===== src/rtl/tinyarch_fetch_ctrl.sv =====
// tinyarch_fetch_ctrl: run/fetch controller for the tinyarch core.
// On a req/ack run request it walks instruction memory from START_ADDR and
// hands each instruction to the execute stage. It follows taken branches and
// stops on HALT_INSTR or after MAX_STEPS issued instructions.
// Optional feature macro: TINYARCH_RETIRE_CNT_EN adds the 16-bit 'retired'
// output, a saturating count of instructions accepted in the current run.
//
// Handshakes:
//   exec: exec_valid/exec_instr/exec_pc are registered and held stable while
//         exec_valid=1 and exec_ready=0. A transfer (accept) happens on a
//         rising clk edge where exec_valid=1 and exec_ready=1. br_taken and
//         br_target are sampled only on that edge.
//   run:  req is sampled in IDLE to start a run. ack rises in DONE and falls
//         the cycle after req=0 is sampled while ack=1.
//   imem: imem_data is expected RD_LAT cycles after the imem_rd=1 cycle.
// dbg_state exposes the FSM state register (0 IDLE, 1 FETCH, 2 WAIT,
// 3 ISSUE, 4 DONE).
module tinyarch_fetch_ctrl #(
  parameter int unsigned ADDR_W     = 8,
  parameter int unsigned INSTR_W    = 9,
  parameter logic [ADDR_W-1:0]  START_ADDR = '0,
  parameter logic [INSTR_W-1:0] HALT_INSTR = 9'h1FF,
  parameter int unsigned RD_LAT     = 1,
  parameter int unsigned MAX_STEPS  = 1024
) (
  input  logic               clk,
  input  logic               reset,
  input  logic               req,
  output logic               ack,
  output logic [ADDR_W-1:0]  imem_addr,
  output logic               imem_rd,
  input  logic [INSTR_W-1:0] imem_data,
  output logic               exec_valid,
  output logic [INSTR_W-1:0] exec_instr,
  output logic [ADDR_W-1:0]  exec_pc,
  input  logic               exec_ready,
  input  logic               br_taken,
  input  logic [ADDR_W-1:0]  br_target,
  output logic               timeout,
`ifdef TINYARCH_RETIRE_CNT_EN
  output logic [15:0]        retired,
`endif
  output logic [2:0]         dbg_state
);

  typedef enum logic [2:0] {
    S_IDLE  = 3'd0,
    S_FETCH = 3'd1,
    S_WAIT  = 3'd2,
    S_ISSUE = 3'd3,
    S_DONE  = 3'd4
  } state_t;

  // Counter wide enough to hold MAX_STEPS; the limit is hit when the
  // accepted instruction is the MAX_STEPS-th one.
  localparam int unsigned STEP_W = (MAX_STEPS == 0) ? 1 : $clog2(MAX_STEPS + 1);
  localparam logic [STEP_W-1:0] STEP_LAST = STEP_W'(MAX_STEPS - 1);
  localparam logic [1:0] LAT_LAST = 2'(RD_LAT - 1);

  state_t              state_q, state_d;
  logic [ADDR_W-1:0]   pc_q, pc_d;
  logic [STEP_W-1:0]   step_q, step_d;
  logic [1:0]          lat_q, lat_d;
  logic                ack_q, ack_d;
  logic                imem_rd_q, imem_rd_d;
  logic [ADDR_W-1:0]   imem_addr_q, imem_addr_d;
  logic                exec_valid_q, exec_valid_d;
  logic [INSTR_W-1:0]  exec_instr_q, exec_instr_d;
  logic [ADDR_W-1:0]   exec_pc_q, exec_pc_d;
  logic                timeout_q, timeout_d;
  logic [15:0]         retired_q, retired_d;

  // Next-state and registered-output computation for the run FSM.
  always_comb begin
    state_d      = state_q;
    pc_d         = pc_q;
    step_d       = step_q;
    lat_d        = lat_q;
    ack_d        = ack_q;
    imem_rd_d    = 1'b0;
    imem_addr_d  = imem_addr_q;
    exec_valid_d = exec_valid_q;
    exec_instr_d = exec_instr_q;
    exec_pc_d    = exec_pc_q;
    timeout_d    = timeout_q;
    retired_d    = retired_q;
    case (state_q)
      S_IDLE: begin
        if (req) begin
          pc_d        = START_ADDR;
          step_d      = '0;
          timeout_d   = 1'b0;
          retired_d   = '0;
          imem_rd_d   = 1'b1;
          imem_addr_d = START_ADDR;
          state_d     = S_FETCH;
        end
      end
      S_FETCH: begin
        lat_d   = '0;
        state_d = S_WAIT;
      end
      S_WAIT: begin
        if (lat_q == LAT_LAST) begin
          if (imem_data == HALT_INSTR) begin
            state_d = S_DONE;
          end else begin
            exec_valid_d = 1'b1;
            exec_instr_d = imem_data;
            exec_pc_d    = pc_q;
            state_d      = S_ISSUE;
          end
        end else begin
          lat_d = lat_q + 2'd1;
        end
      end
      S_ISSUE: begin
        if (exec_ready) begin
          exec_valid_d = 1'b0;
          pc_d         = br_taken ? br_target : pc_q + ADDR_W'(1);
          step_d       = step_q + STEP_W'(1);
          if (retired_q != 16'hFFFF) retired_d = retired_q + 16'd1;
          if ((MAX_STEPS != 0) && (step_q == STEP_LAST)) begin
            timeout_d = 1'b1;
            state_d   = S_DONE;
          end else begin
            imem_rd_d   = 1'b1;
            imem_addr_d = pc_d;
            state_d     = S_FETCH;
          end
        end
      end
      S_DONE: begin
        // ack is shown for at least one cycle before req=0 can end the run.
        if (!ack_q) begin
          ack_d = 1'b1;
        end else if (!req) begin
          ack_d   = 1'b0;
          state_d = S_IDLE;
        end
      end
      default: state_d = S_IDLE;
    endcase
  end

  // State and output registers, cleared asynchronously by reset.
  always_ff @(posedge clk or negedge reset) begin
    if (!reset) begin
      state_q      <= S_IDLE;
      pc_q         <= START_ADDR;
      step_q       <= '0;
      lat_q        <= '0;
      ack_q        <= 1'b0;
      imem_rd_q    <= 1'b0;
      imem_addr_q  <= '0;
      exec_valid_q <= 1'b0;
      exec_instr_q <= '0;
      exec_pc_q    <= '0;
      timeout_q    <= 1'b0;
      retired_q    <= '0;
    end else begin
      state_q      <= state_d;
      pc_q         <= pc_d;
      step_q       <= step_d;
      lat_q        <= lat_d;
      ack_q        <= ack_d;
      imem_rd_q    <= imem_rd_d;
      imem_addr_q  <= imem_addr_d;
      exec_valid_q <= exec_valid_d;
      exec_instr_q <= exec_instr_d;
      exec_pc_q    <= exec_pc_d;
      timeout_q    <= timeout_d;
      retired_q    <= retired_d;
    end
  end

  assign ack        = ack_q;
  assign imem_rd    = imem_rd_q;
  assign imem_addr  = imem_addr_q;
  assign exec_valid = exec_valid_q;
  assign exec_instr = exec_instr_q;
  assign exec_pc    = exec_pc_q;
  assign timeout    = timeout_q;
  assign dbg_state  = state_q;
`ifdef TINYARCH_RETIRE_CNT_EN
  assign retired    = retired_q;
`else
  logic unused_retired;
  assign unused_retired = ^retired_q;
`endif

endmodule


===== config.mk =====
export PLATFORM = sky130hd
export DESIGN_NAME = tinyarch_fetch_ctrl
export DESIGN_NICKNAME = d
export VERILOG_FILES = /design/src/rtl/tinyarch_fetch_ctrl.sv
export SDC_FILE = /design/constraint.sdc
export NUM_CORES = 1
export LEC_CHECK = 0
export CELL_PAD_IN_SITES_DETAIL_PLACEMENT = 1
export CELL_PAD_IN_SITES_GLOBAL_PLACEMENT = 2
export CORE_UTILIZATION = 25
export CTS_CLUSTER_DIAMETER = 200
export CTS_CLUSTER_SIZE = 16
export DETAILED_ROUTE_END_ITERATION = 16
export GPL_ROUTABILITY_DRIVEN = 0
export PLACE_DENSITY = 0.59
export RECOVER_POWER = 25
export SLEW_MARGIN = 20
export SYNTH_ARGS = -nofsm -noshare
export SYNTH_HDL_FRONTEND = slang
export SYNTH_SLANG_ARGS = --single-unit

===== constraint.sdc =====
create_clock -name clk -period 5.08 [get_ports clk]
set_clock_uncertainty 0.2 [all_clocks]
set_input_delay 1.016 -clock clk [delete_from_list [all_inputs] [get_ports clk]]
set_output_delay 1.016 -clock clk [all_outputs]
set_load 0.02 [all_outputs]

==> flow_summary.yaml, run 1 <==
clock_tree:
  cts_num_sinks: 53
  cts_tree: "yes"
  clock_path_buffers: 2
  clk_latency_ns: 0.30
  cts_resized: 0
  cts_buffers: 5
  root_buffer: "clkbuf_8"
  clkTransAtPathRegs_ns: 0.09
  cts_setup_buffers: 0
  holdBufCountCts: 0
  htree_levels: 2
power_and_ir_drop:
  switching_share_pct: 38.6
  power_mw: 1.63
  pwr-share-seq_pct: 41.8
  cellLeakagePower_nw: 1.36
  p_comb_share_pct: 43.6
  p_sw_mw: 0.630
  p_int_mw: 1.00
  power_density_nw_per_um2: 486
  ir_drop_v: 0.000142
  clockPowerShare_pct: 14.6
worst_setup_path:
  critPathSlowestCell: "or3b_1"
  startpoint_type: "input port"
  crit_type: "in2reg"
  cp.required_ns: 5.07
  max_stage_delay_ns: 0.67
  crit_path_end_kind: "flop"
  cp.arrival_ns: 3.06
  cp_max_fo: 18
  crit_buf_inv: 1
  cpLargestDelayFamily: "simple AND/OR/NAND/NOR gates"
  crit_chain: "clkdlybuf4s50_1, nand4_1, nor3_1, or3b_1, mux2_2"
run:
  drv_cap: 0
yosys:
  yosysSeqAreaShare_pct: 50.8
  synthAdderAreaFrac_pct: 1.44
  synth-simple-area-share_pct: 14.5
  synthMuxAreaShare_pct: 14.1
  synth-compound-area-share_pct: 11.8
  synthTopCellsByArea: "dfrtp_1, mux2_2, a2111oi_4, nand2_1, nor2_1"
  netlist_area_um2: 2610
  synth_top_family_by_area: "simple AND/OR/NAND/NOR gates"
  yosysTopAreaCell: "dfrtp_1"
  synthesis.nets: 250
  synth_seq_cells: 53
  syn_avg_cell_area_um2: 11.6
  async_flop_share_pct: 100
  postSynthCellCount: 225
  synth_warnings: 0
  yosysUniqueCellTypes: 44
  synth_top_area_share_pct: 50.8
  ys.flop_type: "dfrtp_1"
  synth_xor_area_share_pct: 4.02
  synth_edf_count: 0
layout:
  n_fill_cell: 1086
  fin_util_pct: 33.7
  final_layout_size_suffix_gt1_share_pct: 18.7
  area_growth_pct: 28.3
  final_area_um2: 3350
  stdcell_count: 411
  nNetsFinal: 302
  num_antenna_cells: 0
drt:
  wl_um: 6310
  drc: 0
  first_pass_iters: 4
  routedWlPerCell_um: 15.3
  drt_first_iter_violations: 27
  viasPerCell: 4.59
  final_antenna_net_count: 0
  vias: 1885
grt:
  antenna_found_initial: 0
  grt_pass1_vias: 2055
  grt_pass1_wl_um: 11000
  grt-ovfl-total: 0
  grt_max_degree: 54
  grt_use_total_pct: 12.6
min_path:
  hold_path_class: "reg2reg"
place:
  dp_cells: 403
  portBuffers: 53
  hpwl_um: 4460
  place_ws_ns: 1.62
  place_area_um2: 3270
sta:
  worst_slew_pin_slew_ns: 0.740
  rsz0062_at_grt: "false"
  relSlewSlack_pct: 50.7
  slew_violations: 0
  setup_ws_ns: 2.01
  finalSetupTns_ns: 0
  setup_violations: 0
  fin_crit_sh_pct: 60.4
  fin_crit_ns: 3.07
  fin_hold_ws_ns: 0.285
  fmax_mhz: 326
  hold_viol_final: 0
floorplanning:
  ios: 54
  die_w_um: 104
  core-area_um2: 9950
  initial_core_util_pct: 26.2
  die-area_um2: 10900
  die_y_um: 104
  num_rows: 36
status:
  status: "finished, final reports clean"
## worst min-delay path: stages (launching register included)
cell and delay, ns:
dfrtp_1 0.35, nand2_1 0.05, nand2_1 0.06
## cell usage after synthesis, types with 3 or more instances
cell,number
buf_2,3
ha_1,3
a211oi_1,4
a2111oi_4,3
o21ai_0,7
xor2_1,6
inv_1,7
nand3_1,10
a21oi_1,3
mux2_2,31
clkbuf_1,5
nor3_1,3
nand2_1,19
nor2_1,19
nand4_1,6
dfrtp_1,53
a22o_1,4
xnor2_1,6
## flip-flops by register name, indices dropped and copies added (netlist names)
signal	count
ack	1
dbg_state	3
exec_instr	9
exec_pc	8
exec_valid	1
imem_addr	8
imem_rd	1
lat_q	2
pc_q	8
step_q	11
timeout	1
## routing by layer
layer,track usage [%],vias up,share of wire (%)
met1,17.0,943,49
met2,21.0,29,48
met3,2.26,5,2.3
met5,0,-,0
li1,-,908,-
met4,3.06,0,0.81
## worst paths after layout
| kind | from | endpoint | slack, ns | depth (start not counted) |
|---|---|---|---|---|
| setup / recovery | imem_data[5] | exec_pc[7]$_DFFE_PN0P_ | 2.01 | 5 |
| hold / removal | exec_valid$_DFFE_PN0P_ | exec_valid$_DFFE_PN0P_ | 0.29 | 2 |
| setup reg to reg | dbg_state[1]$_DFFE_PN0P_ | imem_addr[5]$_DFFE_PN0P_ | 2.62 | 3 |
| hold reg to reg | exec_valid$_DFFE_PN0P_ | exec_valid$_DFFE_PN0P_ | 0.29 | 2 |
| max in group asynchronous | reset | exec_valid$_DFFE_PN0P_ | 3.59 | 2 |
| min in group asynchronous | reset | imem_addr[2]$_DFFE_PN0P_ | 0.63 | 2 |
## power by group through the flow
stage / combinational [mW] / clock (mW) / sequential, mW
after CTS: 0.729 / 0.252 / 0.686
final: 0.710 / 0.238 / 0.682
after floorplan: 0.369 / 0 / 0.749
after detailed placement: 0.725 / 0 / 0.693
after global placement: 0.721 / 0 / 0.692
after global routing: 0.773 / 0.270 / 0.711
## cell families after synthesis
kind of cell               Yosys count
and+or+nand+nor                     72
DFF                                 53
AOI/OAI and AO/OA                   34
muxes                               33
buffers and inverters               18
xor gates and xnor gates            12
adders and majority gates            3
## cells in the final DEF (no fill, tap or decap), types with 2 or more instances in the layout
cell             synthesis  routed
nor3_1                   3       3
ha_1                     3       3
or3_1                    2       2
mux2_2                  31      31
nand2_1                 19      19
a31oi_1                  2       2
inv_1                    7       7
clkinv_2                 0       2
mux2i_1                  2       2
buf_4                    0       2
a21oi_1                  3       3
a2111oi_4                3       3
clkbuf_8                 0       5
clkdlybuf4s50_1          0      52
nand2b_1                 2       2
dfrtp_1                 53      53
a22o_1                   4       4
nand3_1                 10      10
xor2_1                   6       6
nor2_1                  19      19
nor2_2                   2       2
o21ai_0                  7       7
a211oi_1                 4       4
xnor2_1                  6       6
o22ai_1                  2       2
nand4_1                  6       6
## area by class of cell
class                      instances  area, um^2  area share [%]
sequential                        53        1330            39.6
multi-input combinational        154        1200            36.0
timing repair buffer              55         541            16.1
tap                              133         166            4.97
clock buffer                       6        72.6            2.17
inverter                           8        30.0           0.896
clock inverter                     2        10.0           0.299
Note: power is estimated with default switching activity, not from simulation.
==> run 2, diff against run 1 <==
- PLACE_DENSITY: 0.59 -> 0.61
- clock period: 5.08 -> 2.65 ns (I/O delays scaled with it)
==> run 2 against run 1 <==
Compared with the run above:
- design area is 3.8% higher
- core utilization increased by 1.3 points
- via count up 3.0%
- clock-buffer cell count down 1
- non-clock buffer count up 13
- sequential power is 88% higher
- routed wire length increased by 2.7%
- clock power increased by 130%
- sequential share of layout area decreased by 1.5 points
- global-route usage grew 0.29 points
- setup slack worse by 1.7 ns
- cell count rose by 2.9%
- critical endpoint is now dbg_state[2]
- largest cell class unchanged
- highest routed layer unchanged
==> flow_summary.yaml, run 2 (synthesis gave the netlist of run 1 again) <==
status:
  status: "finished, final reports clean"
worst_setup_path:
  crit_path_end_kind: "output pin"
  crit_type: "reg2out"
  critPathSlowestCell: "clkdlybuf4s50_1"
  crit_chain: "clkdlybuf4s50_1"
  max_stage_delay_ns: 0.68
  crit_buf_inv: 1
  cp.arrival_ns: 1.58
  cp_max_fo: 13
  cpLargestDelayFamily: "buffers and inverters"
  startpoint_type: "flop"
  cp.required_ns: 1.92
place:
  dp_cells: 416
  portBuffers: 53
  hpwl_um: 4650
  place_area_um2: 3380
layout:
  largest_reg_flops: 11
  area_growth_pct: 33.3
  final_cell_mix: "dfrtp_1, clkdlybuf4s50_1, mux2_2"
  fin_util_pct: 35.0
  final_area_um2: 3480
  n_fill_cell: 1091
  num_antenna_cells: 0
  nNetsFinal: 315
  top_register: "step_q"
  multi_input_area_um2: 1200
  stdcell_count: 423
  final_common_cell: "dfrtp_1"
  final_layout_size_suffix_gt1_share_pct: 22.4
  regArea_um2: 1330
sta:
  hold_viol_final: 0
  rsz0062_at_grt: "false"
  fin_crit_ns: 2.31
  fmax_mhz: 433
  worst_slew_pin_slew_ns: 1.39
  slew_violations: 0
  setup_violations: 0
  relSlewSlack_pct: 7.46
  fin_crit_sh_pct: 87.2
  finalSetupTns_ns: 0
grt:
  antenna_found_initial: 0
  grt_max_degree: 54
  grt_pass1_wl_um: 11200
  grt_pass1_vias: 2128
  grt_use_total_pct: 12.9
  grt-ovfl-total: 0
drt:
  first_pass_iters: 3
  drc: 0
  routedWlPerCell_um: 15.3
  final_antenna_net_count: 0
  drt_first_iter_violations: 46
  vias: 1941
  wl_um: 6480
  viasPerCell: 4.59
floorplanning:
  die_w_um: 104
  die-area_um2: 10900
  die_y_um: 104
  core-area_um2: 9950
  initial_core_util_pct: 26.2
  ios: 54
  num_rows: 36
clock_tree:
  cts_buffers: 5
  cts_resized: 0
  holdBufCountCts: 0
  clk_latency_ns: 0.30
  clkTransAtPathRegs_ns: 0.10
  cts_num_sinks: 53
  cts_setup_buffers: 0
  clock_path_buffers: 2
  root_buffer: "clkbuf_8"
  htree_levels: 2
  cts_tree: "yes"
power_and_ir_drop:
  power_mw: 3.34
  ir_drop_v: 0.000260
  cellLeakagePower_nw: 1.44
  power_density_nw_per_um2: 959
min_path:
  hold_path_class: "reg2reg"
run:
  drv_cap: 0
-- run 2: cell types whose count changed in the layout (fill, tap and decap cells not counted), sizes merged --
| cell | previous run | this run |
|---|---|---|
| clkinv | 3 | 2 |
| buf | 3 | 15 |
| bufinv | 0 | 1 |
-- run 2: metal layers --
layer / share of wire [%] / up-vias / wire (um) / global-route usage (%)
met1: 49 / 968 / 3190 / 17.7
met2: 46 / 36 / 3010 / 20.6
met5: 0 / - / 0 / 0
met3: 3.2 / 6 / 205 / 2.69
met4: 1.1 / 0 / 69 / 3.37
li1: - / 931 / - / -
-- run 2: cell type report --
| type | instances | area share, % |
|---|---|---|
| inverter | 8 | 0.863 |
| clock buffer | 5 | 1.98 |
| timing repair buffer | 68 | 18.6 |
| sequential | 53 | 38.1 |
| clock inverter | 2 | 1.01 |
| tap | 133 | 4.78 |
| multi-input combinational | 154 | 34.6 |
-- run 2: power by group --
group	internal, mW	switching, mW
sequential	1.05	0.225
clock	0.275	0.272
combinational	0.777	0.735
total	2.11	1.23
-- run 2: worst paths after layout --
path,cells past startpoint,to,slack [ns],startpoint
worst max-delay path,1,dbg_state[2],0.34,dbg_state[2]$_DFFE_PN0P_
worst min-delay path,2,exec_valid$_DFFE_PN0P_,0.30,exec_valid$_DFFE_PN0P_
worst max register to register,6,exec_instr[1]$_DFFE_PN0P_,0.43,dbg_state[0]$_DFFE_PN0P_
worst min register to register,2,exec_valid$_DFFE_PN0P_,0.30,exec_valid$_DFFE_PN0P_
max in group asynchronous,2,exec_instr[8]$_DFFE_PN0P_,1.00,reset
min in group asynchronous,2,step_q[8]$_DFFE_PN0P_,0.41,reset
-- run 2: metrics by stage --
| step | hold slack, ns | worst slack, ns |
|---|---|---|
| floorplan | 0.0344 | 0.531 |
| global placement | 0.264 | 0.114 |
| detailed placement | 0.285 | 0.0805 |
| CTS | 0.184 | 0.312 |
| global route | 0.324 | 0.266 |
| finish | 0.297 | 0.338 |
==> run 3, diff against run 2 <==
- HOLD_SLACK_MARGIN: default -> 0.05
==> results of run 3 <==
The final DEF is identical to that of run 2; final timing and power are the same.
